## src/rtl/mem_arbiter.sv

```systemverilog
// Two-port round-robin arbiter sharing one RAM controller between the
// instruction cache (port 0) and the data cache (port 1).
module mem_arbiter #(
    parameter int ADDR_W = 32,
    parameter int DATA_W = 32
) (
    input  logic              iCLK,
    input  logic              iRST_n,
    input  logic [ADDR_W-1:0] p0_addr,
    input  logic [DATA_W-1:0] p0_data_in,
    input  logic              p0_MemRead,
    input  logic              p0_MemWrite,
    output logic [DATA_W-1:0] p0_data_out,
    output logic              p0_ready,
    input  logic [ADDR_W-1:0] p1_addr,
    input  logic [DATA_W-1:0] p1_data_in,
    input  logic              p1_MemRead,
    input  logic              p1_MemWrite,
    output logic [DATA_W-1:0] p1_data_out,
    output logic              p1_ready,
    output logic [ADDR_W-1:0] arb2mem_addr,
    output logic [DATA_W-1:0] arb2mem_data,
    output logic              arb2mem_MemRead,
    output logic              arb2mem_MemWrite,
    input  logic [DATA_W-1:0] mem2arb_data_in,
    input  logic              mem2arb_ready,
    output logic              grant_id
);

    typedef enum logic [1:0] {IDLE, GRANT0, GRANT1} state_t;

    state_t            state;
    logic              last;
    logic [ADDR_W-1:0] lat_addr;
    logic [DATA_W-1:0] lat_data;
    logic              p0_req;
    logic              p1_req;
    logic              pick_p1;

    always_comb begin
        p0_req  = p0_MemRead | p0_MemWrite;
        p1_req  = p1_MemRead | p1_MemWrite;
        // On a tie the port that was not served last wins.
        pick_p1 = p1_req & (~p0_req | ~last);
    end

    always_ff @(posedge iCLK or negedge iRST_n) begin
        if (!iRST_n) begin
            state            <= IDLE;
            last             <= 1'b1;
            lat_addr         <= '0;
            lat_data         <= '0;
            grant_id         <= 1'b0;
            arb2mem_MemRead  <= 1'b0;
            arb2mem_MemWrite <= 1'b0;
        end else begin
            case (state)
                IDLE: begin
                    if (pick_p1) begin
                        state            <= GRANT1;
                        lat_addr         <= p1_addr;
                        lat_data         <= p1_data_in;
                        last             <= 1'b1;
                        grant_id         <= 1'b1;
                        arb2mem_MemRead  <= ~p1_MemWrite;
                        arb2mem_MemWrite <= p1_MemWrite;
                    end else if (p0_req) begin
                        state            <= GRANT0;
                        lat_addr         <= p0_addr;
                        lat_data         <= p0_data_in;
                        last             <= 1'b0;
                        grant_id         <= 1'b0;
                        arb2mem_MemRead  <= ~p0_MemWrite;
                        arb2mem_MemWrite <= p0_MemWrite;
                    end
                end
                GRANT0: begin
                    // Completion or a requester abandoning the access both end the grant.
                    if (mem2arb_ready || !p0_req) begin
                        state            <= IDLE;
                        arb2mem_MemRead  <= 1'b0;
                        arb2mem_MemWrite <= 1'b0;
                    end
                end
                GRANT1: begin
                    if (mem2arb_ready || !p1_req) begin
                        state            <= IDLE;
                        arb2mem_MemRead  <= 1'b0;
                        arb2mem_MemWrite <= 1'b0;
                    end
                end
                default: begin
                    state            <= IDLE;
                    arb2mem_MemRead  <= 1'b0;
                    arb2mem_MemWrite <= 1'b0;
                end
            endcase
        end
    end

    always_comb begin
        arb2mem_addr = lat_addr;
        arb2mem_data = lat_data;
        p0_ready     = (state == GRANT0) && mem2arb_ready;
        p1_ready     = (state == GRANT1) && mem2arb_ready;
        p0_data_out  = (state == GRANT0) ? mem2arb_data_in : '0;
        p1_data_out  = (state == GRANT1) ? mem2arb_data_in : '0;
    end

endmodule

```

## config.mk

```make
export PLATFORM = sky130hd
export DESIGN_NAME = mem_arbiter
export DESIGN_NICKNAME = d
export VERILOG_FILES = /design/src/rtl/mem_arbiter.sv
export SDC_FILE = /design/constraint.sdc
export NUM_CORES = 1
export LEC_CHECK = 0
export ABC_AREA = 0
export BUFFER_PORTS_ARGS = -buffer_cell sky130_fd_sc_hd__buf_2
export CAP_MARGIN = 20
export CORE_AREA = 2 2 117 119
export CTS_BUF_LIST = sky130_fd_sc_hd__clkbuf_4 sky130_fd_sc_hd__clkbuf_8
export DETAILED_ROUTE_END_ITERATION = 12
export DIE_AREA = 0 0 119 121
export PLACE_DENSITY_LB_ADDON = 0.08
export SLEW_MARGIN = 20
export SYNTH_ARGS = -nofsm -noshare
export SYNTH_HDL_FRONTEND = slang
export SYNTH_SLANG_ARGS = --single-unit
```

## constraint.sdc

```tcl
create_clock -name iCLK -period 1.4 [get_ports iCLK]
set_clock_uncertainty 0.15 [all_clocks]
set_input_delay 0.28 -clock iCLK [delete_from_list [all_inputs] [get_ports iCLK]]
set_output_delay 0.28 -clock iCLK [all_outputs]
set_load 0.1 [all_outputs]
```

# Word level (Yosys, flattened, before mapping)

Index checks and enable logic that the tools add are counted.

Multipliers: 0
Eq/ne operators: 5
Divide/modulo/power cells: 0
Bitwise logic cells: 8
Mux-type cells: 21
Magnitude comparators: 0
Shifts and indexed selects: 0
Add/subtract/negate cells: 0
Reduce and logical (&&, ||, !) cells: 10

Operator list:

| kind                 | number |
|---|---|
| $mux W32             | 6 |
| $mux W1              | 8 |
| $mux W2              | 4 |
| $pmux W1 S3          | 2 |
| $pmux W2 S3          | 1 |
| $ne A2 B2 Y1 const B | 2 |
| $not A1 Y1           | 4 |
| $ne A3 B3 Y1 const B | 1 |
| $or A1 B1 Y1         | 3 |
| $reduce_and A3 Y1    | 1 |
| $eq A2 B1 Y1 const B | 1 |
| $eq A2 B2 Y1 const B | 1 |
| $logic_and A1 B1 Y1  | 2 |
| $logic_not A1 Y1     | 2 |
| $logic_not A2 Y1     | 1 |
| $logic_or A1 B1 Y1   | 2 |
| $reduce_and A2 Y1    | 1 |
| $reduce_bool A2 Y1   | 1 |
| $and A1 B1 Y1        | 1 |

RAM bits: 0
Memories: 0
Input port bits: 167
Latch bits: 0
Word-level logic and storage cells: 51
Bits in read-only memories: 0
Bits in registers: 70

# Logic depth before layout (Yosys ltp)

Word-level depth: 6
Gate-level depth with buffers: 6

# Worst setup path before layout

No wires, ideal clock.

Kind: reg2out
Start: reg state[0]
End: out p1_data_out[10]
Buffers on the path: 1
Slack: -0.703 ns
Cell stages (with the launch flop): 4
Data required time: 0.970 ns
Arrival time: 1.673 ns
Path through: dfrtp_1 > and2b_1 > clkbuf_1 > and2_1

Longest elaborated chain between the ends: 2

RTL lines:

| item                   | line | source |
|---|---|---|
| start, declared        | 32   | `state_t state;` |
| start signal, assigned | 49   | `state <= IDLE;` |
| start signal, assigned | 60   | `state <= GRANT1;` |
| start signal, assigned | 68   | `state <= GRANT0;` |
| $eq A2 B2 Y1           | 107  | `p1_data_out = (state == GRANT1) ? mem2arb_data_in : '0;` |
| $mux W32               | 107  |  |
| end, declared          | 19   | `output logic [DATA_W-1:0] p1_data_out,` |

Every way passes these cells.

# Worst setup path in the final report

Start: reg state[0]
End: out p1_data_out[0]

Same word-level chain as after synthesis.

==> summary.md <==
| Metric | Value |
|---|---|
| Residual DRC count | 0 |
| Final ANT Viol Nets | 0 |
| Post-synthesis cell area | 0.00367 mm^2 |
| CTS Root Cell | clkbuf_8 |
| Final Hold Fails | 0 |
| Final worst slack | -578 ps |
| Flops & latches, synth | 70 |
| CP cell instances | and2b_2, buf_12, and2_2, buf_12 |
| Met1 Track Usage GR | 28.6% |
| Worst path slowest cell | dfrtp_1 |
| Buf+Inv Stages, Crit Path | 2 |
| Post-DP HPWL | 12,700 um |
| GRT met2 Usage | 48.3% |
| CTS tree | built |
| Avg Cell Area, Syn | 9.42 um^2 |
| Outcome | finished with violations |
| Worst r2r src | state[1] |
| # IOs | 300 |
| DR pass1 iterations | 4 |
| Sequential cell area fraction in the yosys report | 47.7% |
| Die area | 0.0144 mm^2 |
| CTS H-tree lvls | 3 |
| Hold Startpoint | p0_addr[11] |
| GRT Overall Usage | between 20% and 30% |
| Worst EP required | approximately 970 ps |
| Most frequent cells in the layout | 165 x buf_2, 153 x buf_12, 67 x dfrtp_1 |
| DP Cell Count | 860 |
| Unrepaired setup endpoints after global routing | yes |
| R2R cell count | 9 |
| Finished Layout Cells | between 900 and 1,000 |
| IO buf count | 299 |
| Worst hold path class | primary input to flop |
| Setup violators final | 140 |
| Nature of the critical path endpoint | primary output |
| Pin count of the biggest net entering global routing | 33 |
| Die height | 121 um |
| Min Tclk post-route | ~2000 ps |
| Syn-to-layout area delta | 178% |
| Clock sink count | 70 |
| Crit-path max FO | 32 |
| Row Count | 42 |
| Most Crowded Layer GR | met2 |
| Most Frequent Cell on Critical Path | buf_12 |
| Period utilization | 141% |
| Layout Utilization | 78.1% |
| Share of post-route cells with drive strength above 1 | 80.2% |
| Max transition margin | 60.0% |
| RePlAce Congestion | 0.851 |
| Slew Limit Fails | 0 |
| Total gr overflow | 0 |
| Worst-path clk slew | approximately 70 ps |
| Vias in the first global route | 4,998 |
| Worst setup path class | flop to primary output |
| Placed Area | 0.00780 mm^2 |
| Floorplan Core Area | 0.0131 mm^2 |
| Nets@finish | 956 |
| Clock latency on the worst-skew pair | 350 ps |
| Critical path arrival | 1550 ps |
| Worst Tran Pin Value | about 600 ps |
| Vias | a little under 5,000 |
| DR vias/cell | roughly 5 |
| Netlist cell types | 28 |
| Final Instance Area | 0.0102 mm^2 |
| Hold Crit Endpoint | arb2mem_addr[11] |
| Violations in the final reports | setup timing |
| Initial antenna violation count | 1 |
| Die X | approximately 120 um |
| Max cap viols | 0 |
| First DRT Iteration DRCs | 164 |
| Initial core utilization | 28.1% |
| First-pass GRT wire length | 28,800 um |
| Most common cell after layout, fill and taps aside | buf_2 |
| Synth Warn # | 0 |
| Syn_nets | 557 |
| Max clock buf depth | 2 |
| Routed len/inst | 20.9 um |
| Hold depth | 3 |
| Syn Inst Count | 390 |
| TritonCTS Buffers | 9 |
| M3 GR Usage | between 6 and 7% |
| R2r endpoint | arb2mem_data[4] |
| FF-to-FF setup slack | -390 ps |
| Startpoint types | flop |
| WL final | 20,300 um |
| Worst path top cell family by delay | simple AND/OR/NAND/NOR gates |
| Highest clock rate | between 0.5 and 0.6 GHz |
| CP max stage delay | 390 ps |
==> worst max-delay path by stage <==
stage,start,cells past startpoint,end
after floorplan,state[0],2,p1_data_out[0]
final,state[0],4,p1_data_out[0]
after CTS,state[0],4,p1_data_out[0]
after detailed placement,state[0],5,arb2mem_data[22]
after global routing,state[0],4,p1_data_out[0]
after global placement,state[0],5,arb2mem_data[12]
==> repair_timing <==
item	in CTS	in global routing
gates cloned	19	5
endpoints found under the setup margin	141	199
hold endpoints to repair	75	0
hold buffers	6	0
resized for setup	131	76
pin swaps	13	20
setup buffers	30	45
==> registers in the layout (all words and copies together) (netlist names) <==
name              cells
last                  1
arb2mem_MemWrite      1
arb2mem_data         32
arb2mem_addr         32
state                 2
grant_id              1
arb2mem_MemRead       1
==> synth_stat cells <==
master     count  area [um^2]
inv_1          2         7.51
buf_6          3         33.8
a22o_1         3         26.3
and2_1        66          413
a2bb2oi_1     64          561
o21a_1         1         7.51
nor2_4         1         11.3
nor2_2         2         12.5
and2b_1        2         15.0
o21ai_1        1         5.00
or2_1          3         18.8
nand3_1        1         5.00
nand2_1       64          240
nor2_1         3         11.3
dfstp_2        1         26.3
dfrtp_1       69         1730
a21boi_2       1         11.3
buf_2         13         65.1
a21boi_0       1         7.51
o2bb2ai_1      1         8.76
clkbuf_1       8         30.0
buf_1          2         7.51
a22oi_1        1         7.51
a21oi_1       65          325
buf_4          8         60.1
o21ai_2        1         8.76
nor3_1         1         5.00
o32ai_1        2         17.5
==> cell type report <==
type                       instances  area, um^2
fill                             782        2860
timing repair buffer             421        5120
tap                              176         220
sequential                        70        1760
multi-input combinational        285        2920
clock buffer                      15         194
antenna                            1        2.50
inverter                           2        7.51
==> worst register-to-register path, delay by kind of cell, from the launching register on <==
family / cells / cell delay (ps)
flops: 1 / 380
simple gates: 1 / 100
buf+inv: 5 / 710
compound gates: 3 / 350
==> metrics by stage <==
step | worst slack [ps] | setup TNS (ps) | hold slack, ps
after floorplan | -206 | -15940 | -166
after global placement | -236 | -25280 | 35.9
after global routing | -641 | -66930 | 6.41
final | -578 | -56280 | 18.3
after CTS | -598 | -61430 | 1.28
after detailed placement | -309 | -28560 | 36.2
==> routing by layer <==
layer	share of wire (%)	vias up
met5	0	-
met4	3.4	0
met3	6.0	47
met2	55	196
met1	36	2399
li1	-	2172
==> kinds of logic after synthesis <==
group | share of synthesized area [%]
flops | 47.7
compound gates | 26.8
simple gates | 19.9
buf+inv | 5.55
Power is left out: the tool's default activity adds up to more than one toggle a clock period on the data nets, which glitch-free logic cannot reach.
